===== src/rtl/rggen_rtl_pkg.sv =====
// Shared types for the rggen RTL slice: bit-field access opcodes and the
// software-side initiator state encoding.
package rggen_rtl_pkg;

  localparam int unsigned RGGEN_FIELD_OP_WIDTH = 2;

  typedef enum logic [RGGEN_FIELD_OP_WIDTH-1:0] {
    RGGEN_FIELD_READ       = 2'd0,
    RGGEN_FIELD_WRITE      = 2'd1,
    RGGEN_FIELD_SET_BITS   = 2'd2,
    RGGEN_FIELD_CLEAR_BITS = 2'd3
  } rggen_field_op;

  typedef enum logic [1:0] {
    RGGEN_INIT_IDLE   = 2'd0,
    RGGEN_INIT_PEEK   = 2'd1,
    RGGEN_INIT_ACCESS = 2'd2,
    RGGEN_INIT_RESP   = 2'd3
  } rggen_initiator_state;

endpackage


===== src/rtl/rggen_bit_field_initiator.sv =====
// Software-side access initiator for one bit field: turns read/write/set/clear
// commands into field strobes and returns the captured data as a response.
module rggen_bit_field_initiator
  import rggen_rtl_pkg::*;
#(
  parameter int unsigned WIDTH = 8
)(
  input  logic             i_clk,
  input  logic             i_rst_n,
  input  logic             i_cmd_valid,
  output logic             o_cmd_ready,
  input  logic [1:0]       i_cmd_op,
  input  logic [WIDTH-1:0] i_cmd_mask,
  input  logic [WIDTH-1:0] i_cmd_data,
  output logic             o_field_valid,
  output logic [WIDTH-1:0] o_field_read_mask,
  output logic [WIDTH-1:0] o_field_write_mask,
  output logic [WIDTH-1:0] o_field_write_data,
  input  logic [WIDTH-1:0] i_field_read_data,
  output logic             o_rsp_valid,
  input  logic             i_rsp_ready,
  output logic [WIDTH-1:0] o_rsp_data,
  output logic             o_busy
);

  rggen_initiator_state state_q, state_d;
  rggen_field_op        op_q, op_d;
  logic [WIDTH-1:0]     mask_q, mask_d;
  logic [WIDTH-1:0]     data_q, data_d;
  logic [WIDTH-1:0]     peek_q, peek_d;
  logic [WIDTH-1:0]     rsp_d;

  logic             cmd_ready_d;
  logic             busy_d;
  logic             field_valid_d;
  logic [WIDTH-1:0] read_mask_d;
  logic [WIDTH-1:0] write_mask_d;
  logic [WIDTH-1:0] write_data_d;
  logic             rsp_valid_d;

  // Next state, command/peek/response capture, and next registered outputs.
  always_comb begin
    state_d = state_q;
    op_d    = op_q;
    mask_d  = mask_q;
    data_d  = data_q;
    peek_d  = peek_q;
    rsp_d   = o_rsp_data;

    case (state_q)
      RGGEN_INIT_IDLE: begin
        if (i_cmd_valid) begin
          op_d   = rggen_field_op'(i_cmd_op);
          mask_d = i_cmd_mask;
          data_d = i_cmd_data;
          if ((op_d == RGGEN_FIELD_READ) || (op_d == RGGEN_FIELD_WRITE)) begin
            state_d = RGGEN_INIT_ACCESS;
          end else begin
            state_d = RGGEN_INIT_PEEK;
          end
        end
      end
      RGGEN_INIT_PEEK: begin
        peek_d  = i_field_read_data;
        state_d = RGGEN_INIT_ACCESS;
      end
      RGGEN_INIT_ACCESS: begin
        case (op_q)
          RGGEN_FIELD_READ:  rsp_d = i_field_read_data;
          RGGEN_FIELD_WRITE: rsp_d = '0;
          default:           rsp_d = peek_q;
        endcase
        state_d = RGGEN_INIT_RESP;
      end
      RGGEN_INIT_RESP: begin
        if (i_rsp_ready) begin
          state_d = RGGEN_INIT_IDLE;
        end
      end
      default: state_d = RGGEN_INIT_IDLE;
    endcase

    // Outputs are registered, so they are decoded from the state being entered.
    cmd_ready_d   = (state_d == RGGEN_INIT_IDLE);
    busy_d        = (state_d != RGGEN_INIT_IDLE);
    field_valid_d = (state_d == RGGEN_INIT_PEEK) || (state_d == RGGEN_INIT_ACCESS);
    rsp_valid_d   = (state_d == RGGEN_INIT_RESP);
    read_mask_d   = '0;
    write_mask_d  = '0;
    write_data_d  = '0;
    if (state_d == RGGEN_INIT_ACCESS) begin
      case (op_d)
        RGGEN_FIELD_READ: begin
          read_mask_d = mask_d;
        end
        RGGEN_FIELD_WRITE: begin
          write_mask_d = mask_d;
          write_data_d = data_d;
        end
        RGGEN_FIELD_SET_BITS: begin
          write_mask_d = mask_d;
          write_data_d = peek_d | data_d;
        end
        default: begin
          write_mask_d = mask_d;
          write_data_d = peek_d & ~data_d;
        end
      endcase
    end
  end

  // State and captured command/peek registers.
  always_ff @(posedge i_clk or negedge i_rst_n) begin
    if (!i_rst_n) begin
      state_q <= RGGEN_INIT_IDLE;
      op_q    <= RGGEN_FIELD_READ;
      mask_q  <= '0;
      data_q  <= '0;
      peek_q  <= '0;
    end else begin
      state_q <= state_d;
      op_q    <= op_d;
      mask_q  <= mask_d;
      data_q  <= data_d;
      peek_q  <= peek_d;
    end
  end

  // Output registers.
  always_ff @(posedge i_clk or negedge i_rst_n) begin
    if (!i_rst_n) begin
      o_cmd_ready        <= 1'b1;
      o_busy             <= 1'b0;
      o_field_valid      <= 1'b0;
      o_field_read_mask  <= '0;
      o_field_write_mask <= '0;
      o_field_write_data <= '0;
      o_rsp_valid        <= 1'b0;
      o_rsp_data         <= '0;
    end else begin
      o_cmd_ready        <= cmd_ready_d;
      o_busy             <= busy_d;
      o_field_valid      <= field_valid_d;
      o_field_read_mask  <= read_mask_d;
      o_field_write_mask <= write_mask_d;
      o_field_write_data <= write_data_d;
      o_rsp_valid        <= rsp_valid_d;
      o_rsp_data         <= rsp_d;
    end
  end

endmodule

===== config.mk =====
export PLATFORM = sky130hd
export DESIGN_NAME = rggen_bit_field_initiator
export DESIGN_NICKNAME = d
export VERILOG_FILES = /design/src/rtl/rggen_rtl_pkg.sv /design/src/rtl/rggen_bit_field_initiator.sv
export SDC_FILE = /design/constraint.sdc
export NUM_CORES = 1
export LEC_CHECK = 0
export CAP_MARGIN = 20
export CORE_UTILIZATION = 45
export DETAILED_ROUTE_END_ITERATION = 10
export HOLD_SLACK_MARGIN = 0.15
export PLACE_DENSITY = 0.84
export SLEW_MARGIN = 20
export SYNTH_ARGS = -nofsm -noshare
export SYNTH_HDL_FRONTEND = slang
export SYNTH_SLANG_ARGS = --single-unit

===== constraint.sdc =====
create_clock -name i_clk -period 2.31 [get_ports i_clk]
set_clock_uncertainty 0.05 [all_clocks]
set_input_delay 0.231 -clock i_clk [delete_from_list [all_inputs] [get_ports i_clk]]
set_output_delay 0.231 -clock i_clk [all_outputs]
set_load 0.01 [all_outputs]

**Word level (Yosys, flattened, before mapping)**

Cells that the tools add are included.

- Bitwise logic cells: 3
- Muxes and demuxes: 18
- Equal/unequal tests: 10
- Reductions and logical operators: 8

Operators by type and width:

| operator | count |
|---|---|
| 8-bit 2-to-1 mux | 10 |
| 8-bit one-hot mux with 3 select lines | 1 |
| 8-bit one-hot mux with 2 select lines | 1 |
| 2-bit by 1-bit == test with 1-bit output, second input constant | 5 |
| 2-bit == test, second input constant | 5 |
| 2-bit logical NOT | 5 |
| 2-bit 2-to-1 mux | 5 |
| 8-bit AND | 1 |
| 8-bit NOT | 1 |
| 8-bit bitwise OR | 1 |
| 2-bit one-hot mux with 4 select lines | 1 |
| 1-bit logical OR | 2 |
| 2-bit nonzero test | 1 |

- Bits in registers: 64

**Longest topological paths before layout**

Gate-level depths: netlist of the first run.

- Depth after elaboration: 7
- Depth in mapped cells: 7
- Mapped depth without buffers: 6

**Worst setup path before layout of the first run**

Ideal clock, no wire load.

- Path kind: flip-flop to flip-flop
- Start point: register state_q[1]
- End point: register o_field_read_mask[0]
- Arrival time: 1645 ps
- Setup time: 74 ps
- Stages on the path, launching flop included: 8
- Data required time: 2186 ps
- Clock period less this slack: 1769 ps
- Path slack: 541 ps
- Path through: dfrtp_1 > a21oi_1 > nor2_1 > a21oi_1 > ha_1 > clkbuf_1 > nand3_2 > nor2_1

- Cells in the longest elaborated chain, start to end: 5

RTL lines:

| item | line | RTL |
|---|---|---|
| from (decl) | rggen_bit_field_initiator.sv:26 | `rggen_initiator_state state_q, state_d;` |
| from (signal assigned) | rggen_bit_field_initiator.sv:121 | `state_q <= state_d;` |
| parallel branches: the longest is 4 deep, another holds 2-bit one-hot mux with 4 select lines | - |  |
| 8-bit 2-to-1 mux * | rggen_bit_field_initiator.sv:91 | `if (state_d == RGGEN_INIT_ACCESS) begin` |
| via read_mask_d[0] | rggen_bit_field_initiator.sv:36 | `logic [WIDTH-1:0] read_mask_d;` |
| to (signal assigned) | rggen_bit_field_initiator.sv:144 | `o_field_read_mask <= read_mask_d;` |
| to (decl) | rggen_bit_field_initiator.sv:16 | `output logic [WIDTH-1:0] o_field_read_mask,` |

Mark *: on every way through the listed nets, which the timed path passes.
A chain may end at the register's enable or synchronous reset.

**Worst setup path in the final report of the first run**

- Start point: register state_q[1]
- End point: register o_field_write_data[3]

RTL lines:

| item | line | RTL |
|---|---|---|
| 2-bit by 1-bit == test with 1-bit output * | rggen_bit_field_initiator.sv:50 | `case (state_q)` |
| 8-bit 2-to-1 mux * | rggen_bit_field_initiator.sv:50 |  |
| via peek_d[3] | rggen_bit_field_initiator.sv:30 | `logic [WIDTH-1:0] peek_q, peek_d;` |
| 8-bit AND or 8-bit bitwise OR (tied branches) | rggen_bit_field_initiator.sv:106, rggen_bit_field_initiator.sv:102 |  |
| 8-bit one-hot mux with 3 select lines * | rggen_bit_field_initiator.sv:92 | `case (op_d)` |
| 8-bit 2-to-1 mux * | rggen_bit_field_initiator.sv:91 |  |
| via write_data_d[3] | rggen_bit_field_initiator.sv:38 | `logic [WIDTH-1:0] write_data_d;` |
| to (signal assigned) | rggen_bit_field_initiator.sv:146 | `o_field_write_data <= write_data_d;` |
| to (decl) | rggen_bit_field_initiator.sv:18 | `output logic [WIDTH-1:0] o_field_write_data,` |

Mark *: on every way through the listed nets, which the timed path passes. The rest lies on a longest branch.

==> impl_metrics.py, run 1 <==
metrics = {
    "placed_design": {
        "place_ws_ps": 134,
        "hpwl_mm": 3.87,
        "placement.io_buffers": 65,
        "place.gp.congestion": 0.782,
        "placed_area_um2": 3400,
        "dp_cells": 356,
    },
    "power_and_ir_drop": {
        "power_mw": 4.61,
        "ir_drop_uv": 541,
        "p_per_area_nw_per_um2": 1290,
        "leakage_nw": 1.61,
    },
    "clock_network": {
        "cts_hold_buffers": 1,
        "clk_path_buf_depth": 2,
        "cts_sinks": 64,
        "cts_tree": "built",
        "cts_made_buffers": 9,
        "clock_latency_ps": 330,
        "cts_root_buf": "clkbuf_8",
        "clk_pin_slew_worst_paths_ps": 60,
        "cts_repair_resize_count": 0,
        "htreeDepth": 3,
        "post_cts.repair.setup_buffers": 0,
    },
    "setup_path": {
        "regToRegSetupSlack_ps": 320,
        "ff2ff_path_depth": 4,
        "crit_type": "reg -> reg",
        "r2r-end": "o_field_write_data[3]",
        "slowest_delay_ps": 490,
        "cp.required_ps": 2480,
        "r2r-start": "state_q[1]",
        "crit_chain": "nand2b_1 -> mux2_2 -> and2_0 -> o311a_1",
        "worst-path-stages": 4,
        "crit_slowest_cell": "dfrtp_1",
        "arrival_ps": 2150,
        "cp_top_family": "simple AND/OR/NAND/NOR gates",
        "worst-path-buf-inv": 0,
        "cp-end-kind": "flop",
        "cp-start-kind": "flop",
        "path_max_fanout": 8,
    },
    "sta": {
        "setup_ws_ps": 322,
        "period_share": 0.861,
        "slew_violations": 0,
        "setup_viol": 0,
        "period_minus_slack_ps": 1990,
        "hold_viol": 0,
        "grt_setup_unrepaired": "no",
        "fin_setup_tns_ps": 0,
        "worst_pin_slew_ps": 571,
        "hold_ws_ps": 372,
        "max_freq_mhz": 503,
        "maxSlewHeadroom": 0.619,
    },
    "drt": {
        "routedWlPerCell_um": 14.2,
        "routed-via-count": 1811,
        "ant_nets": 0,
        "routed_wl_mm": 5.28,
        "drcViolationCount": 0,
        "drt_iter0_drc": 123,
        "drtPass1Iterations": 4,
        "vias_per_cell": 4.87,
    },
    "final_layout": {
        "layout_common_cells": "clkdlybuf4s50_1, dfrtp_1, nor2_1, inv_1, mux2i_1",
        "layout-drive-gt1-share": 0.120,
        "fin_cells": 372,
        "syn_to_final_growth_pct": 35.1,
        "final_common_cell": "clkdlybuf4s50_1",
        "fin_area_um2": 3560,
        "antenna_cells": 0,
        "fin_util": 0.639,
        "fillers": 424,
        "fin_nets": 330,
    },
    "die": {
        "initial_core_util": 0.473,
        "fp-row-count": 27,
        "core_area_um2": 5570,
        "dieArea_um2": 6170,
        "io_pins": 66,
        "die_y_um": 78.5,
        "die_w_um": 78.5,
    },
    "global_routing": {
        "globalRouteOverflowTotal": 0,
        "track_usage": 0.190,
        "grt_max_degree": 40,
        "grt_pass1_vias": 1795,
        "grt_first_pass_wirelength_mm": 8.63,
        "antenna_found_initial": 0,
    },
    "logic_synthesis": {
        "synth-edff-count": 0,
        "synth.avg_cell_area_um2": 12.0,
        "synth_cell_type_count": 32,
        "ys.flop_type": "dfrtp_1",
        "yosys_warnings": 0,
        "yosysSeqAreaShare": 0.608,
        "synth-seq-cells": 64,
        "synth_nets": 254,
        "netlist_area_um2": 2640,
        "async_flop_share": 1.00,
        "netlist_instances": 220,
    },
    "run_status": {
        "status": "finished, final reports clean",
    },
    "run": {
        "maxCapViolCount": 0,
    },
    "min_path": {
        "hold_path.class": "in -> async",
    },
}
-- worst max-delay path by stage --
| stage | from | endpoint |
|---|---|---|
| 2_1_floorplan | state_q[1] | o_field_read_mask[0] |
| 3_3_place_gp | i_cmd_valid | o_field_write_mask[7] |
| 3_5_place_dp | i_cmd_valid | o_field_write_mask[7] |
| 4_1_cts | state_q[1] | o_field_write_data[6] |
| 5_1_grt | state_q[1] | o_field_write_data[5] |
| 6_report | state_q[1] | o_field_write_data[3] |
-- Yosys cell counts, drive strengths merged, types with 2 or more instances --
cell | number | area share
inv | 24 | 0.035
mux2i | 20 | 0.085
clkbuf | 2 | 0.0028
nor3b | 8 | 0.025
nor2 | 25 | 0.036
and2 | 7 | 0.017
buf | 7 | 0.022
nand3 | 2 | 0.0057
ha | 4 | 0.019
mux2 | 7 | 0.031
o21ai | 16 | 0.035
nand2b | 2 | 0.0047
dfrtp | 63 | 0.60
o311a | 7 | 0.027
a21oi | 9 | 0.017
nand2 | 10 | 0.014
-- routing by layer --
metal / share of wire / global-route usage
met2: 0.50 / 0.303
met3: 0.038 / 0.0395
met5: 0 / 0
met4: 0.026 / 0.122
met1: 0.43 / 0.236
-- area by class of cell --
class	count	area [um2]	share of cell area
Inverter	24	92.6	0.0260
Clock buffer	11	131	0.0369
Clock inverter	4	22.5	0.00632
Multi-Input combinational cell	123	881	0.247
Tap cell	72	90.1	0.0253
Sequential cell	64	1600	0.450
Timing Repair Buffer	74	741	0.208
-- where the power goes --
part / internal, mW / switching (mW) / total (mW)
registers: 1.59 / 0.257 / 1.84
logic: 0.974 / 1.02 / 1.99
clock network: 0.377 / 0.394 / 0.772
total: 2.94 / 1.67 / 4.61
-- sequential cells by signal, summed over array words and instances (netlist names) --
register	cells
o_rsp_data	8
data_q	8
o_field_write_data	8
o_field_valid	1
peek_q	8
o_field_read_mask	8
op_q	2
o_rsp_valid	1
o_field_write_mask	8
o_busy	1
mask_q	8
o_cmd_ready	1
state_q	2
-- cell families (layout without fill, tap and decap cells) --
kind of cell | Yosys count | in the layout | synth area share
mux | 27 | 27 | 0.117
simple gates | 56 | 56 | 0.106
buf+inv | 33 | 113 | 0.0603
compound gates | 36 | 36 | 0.0902
fa+ha+maj | 4 | 4 | 0.0190
flops | 64 | 64 | 0.608
Power figures use the tool's default switching activity.
==> run 2, diff against run 1 <==
CTS_BUF_LIST = sky130_fd_sc_hd__clkbuf_8   (was not set)
==> run 2 against run 1 <==
Compared with the run above:
- worst hold slack barely moved
- via count barely moved
- register-to-register slack hardly changed
- core utilization unchanged
- sequential power about the same
- combinational power barely moved
- worst setup slack about the same
- sequential cell count did not move
- clock-buffer cell count decreased by 2
- critical path depth is the same
- wire length hardly changed
- total power is 0.20% lower
- critical endpoint unchanged
- largest cell class unchanged
- highest routed layer unchanged
==> impl_metrics.py, run 2 (synthesis results as in run 1) <==
metrics = {
    "global_routing": {
        "grt_util_met2": 0.303,
        "grt_first_pass_wirelength_mm": 8.63,
        "busiest_layer": "met2",
        "grt_pass1_vias": 1795,
        "globalRouteOverflowTotal": 0,
        "met3_usage": 0.0395,
        "grt_use_met1": 0.236,
        "track_usage": 0.190,
        "antenna_found_initial": 0,
        "grt_max_degree": 40,
    },
    "final_layout": {
        "fillers": 424,
        "antenna_cells": 0,
        "fin_area_um2": 3560,
        "layout_common_cells": "clkdlybuf4s50_1, dfrtp_1, inv_1, nor2_1, mux2i_1",
        "fin_cells": 372,
        "syn_to_final_growth_pct": 35.1,
        "fin_nets": 330,
        "final_common_cell": "clkdlybuf4s50_1",
        "layout-drive-gt1-share": 0.120,
        "fin_util": 0.639,
        "multi_input_comb_area_um2": 881,
        "regArea_um2": 1600,
    },
    "sta": {
        "max_freq_mhz": 503,
        "slew_violations": 0,
        "fin_setup_tns_ps": 0,
        "grt_setup_unrepaired": "no",
        "period_share": 0.860,
        "worst_pin_slew_ps": 571,
        "period_minus_slack_ps": 1990,
        "setup_viol": 0,
        "hold_ws_ps": 372,
        "hold_viol": 0,
        "maxSlewHeadroom": 0.619,
    },
    "setup_path": {
        "cp-end-kind": "flop",
        "cp.required_ps": 2480,
        "regToRegSetupSlack_ps": 320,
        "crit_slowest_cell": "dfrtp_1",
        "endpoint": "o_field_write_data[3]",
        "crit_chain": "nand2b_1 -> mux2_2 -> and2_0 -> o311a_1",
        "cp-start-kind": "flop",
        "ff2ff_path_depth": 4,
        "crit_start": "state_q[1]",
        "worst-path-stages": 4,
        "slowest_delay_ps": 490,
        "r2r-start": "state_q[1]",
        "cp_top_family": "simple AND/OR/NAND/NOR gates",
        "path_max_fanout": 8,
        "crit_type": "reg -> reg",
        "r2r-end": "o_field_write_data[3]",
        "arrival_ps": 2150,
        "worst-path-buf-inv": 0,
    },
    "drt": {
        "vias_per_cell": 4.87,
        "ant_nets": 0,
        "routedWlPerCell_um": 14.2,
        "routed_wl_mm": 5.27,
        "drcViolationCount": 0,
        "drt_iter0_drc": 136,
        "drtPass1Iterations": 4,
        "routed-via-count": 1810,
    },
    "clock_network": {
        "htreeDepth": 3,
        "clock_latency_ps": 330,
        "post_cts.repair.setup_buffers": 0,
        "cts_sinks": 64,
        "clk_path_buf_depth": 2,
        "cts_made_buffers": 9,
        "clk_pin_slew_worst_paths_ps": 60,
        "cts_root_buf": "clkbuf_8",
        "cts_tree": "built",
    },
    "run_status": {
        "status": "finished, final reports clean",
    },
    "power_and_ir_drop": {
        "ir_drop_uv": 541,
        "leakage_nw": 1.62,
        "p_per_area_nw_per_um2": 1290,
    },
    "min_path": {
        "hold_path.class": "in -> async",
    },
    "placed_design": {
        "hpwl_mm": 3.87,
        "dp_cells": 356,
        "place.gp.congestion": 0.782,
        "placed_area_um2": 3400,
        "placement.io_buffers": 65,
    },
    "die": {
        "die_w_um": 78.5,
        "initial_core_util": 0.473,
        "core_area_um2": 5570,
        "die_y_um": 78.5,
        "dieArea_um2": 6170,
        "fp-row-count": 27,
        "io_pins": 66,
    },
    "run": {
        "maxCapViolCount": 0,
    },
}
## run 2: cell count changes in the layout (fill, tap and decap cells not counted)
cell      previous run  this run
clkbuf_1             2         0
inv_1               23        25
## run 2: worst min-delay path by stage
stage / cells after the start / to
final: 2 / o_field_write_data[2]
after global routing: 2 / o_field_write_data[1]
after CTS: 2 / o_field_write_data[2]
after detailed placement: 1 / o_field_write_data[2]
after global placement: 1 / o_field_write_data[2]
after floorplan: 0 / data_q[0]
## run 2: report_power, final
| part | switching (mW) | internal (mW) |
|---|---|---|
| registers | 0.257 | 1.59 |
| clock network | 0.395 | 0.368 |
| logic | 1.02 | 0.974 |
## run 2: final cells by class
class                   count  share of cell area
flip-flops and latches     64               0.450
multi-input cells         123               0.247
repair buffers             74               0.208
clock buffers               9              0.0348
inverters                  24              0.0260
well taps                  72              0.0253
clock inverters             6             0.00843
## run 2: worst reg2reg max path, cell delays in order (launching register included)
cell and delay [ps]:
dfrtp_1 490, nand2b_1 400, mux2_2 420, and2_0 170, o311a_1 340
## run 2: metal layers
| metal | vias up | wire, um |
|---|---|---|
| met4 | 0 | 137 |
| met1 | 867 | 2290 |
| met2 | 48 | 2640 |
| met5 | - | 0 |
| met3 | 13 | 199 |
| li1 | 882 | - |
## run 2: through the flow
stage	total power [mW]	setup WS [ps]
finish	4.60	322
global route	4.92	231
detailed placement	3.85	134
CTS	4.63	319
global placement	3.75	188
floorplan	3.02	541
## run 2: timing repair
item / CTS / global route
resized for setup: 0 / 0
hold buffers: 1 / 0
hold endpoints to repair: 25 / 0
==> run 3, diff against run 2 <==
CTS_CLUSTER_SIZE = 28   (was not set)
==> results of run 3 <==
Same layout as run 2: the final DEF is identical, and so are final timing and power.
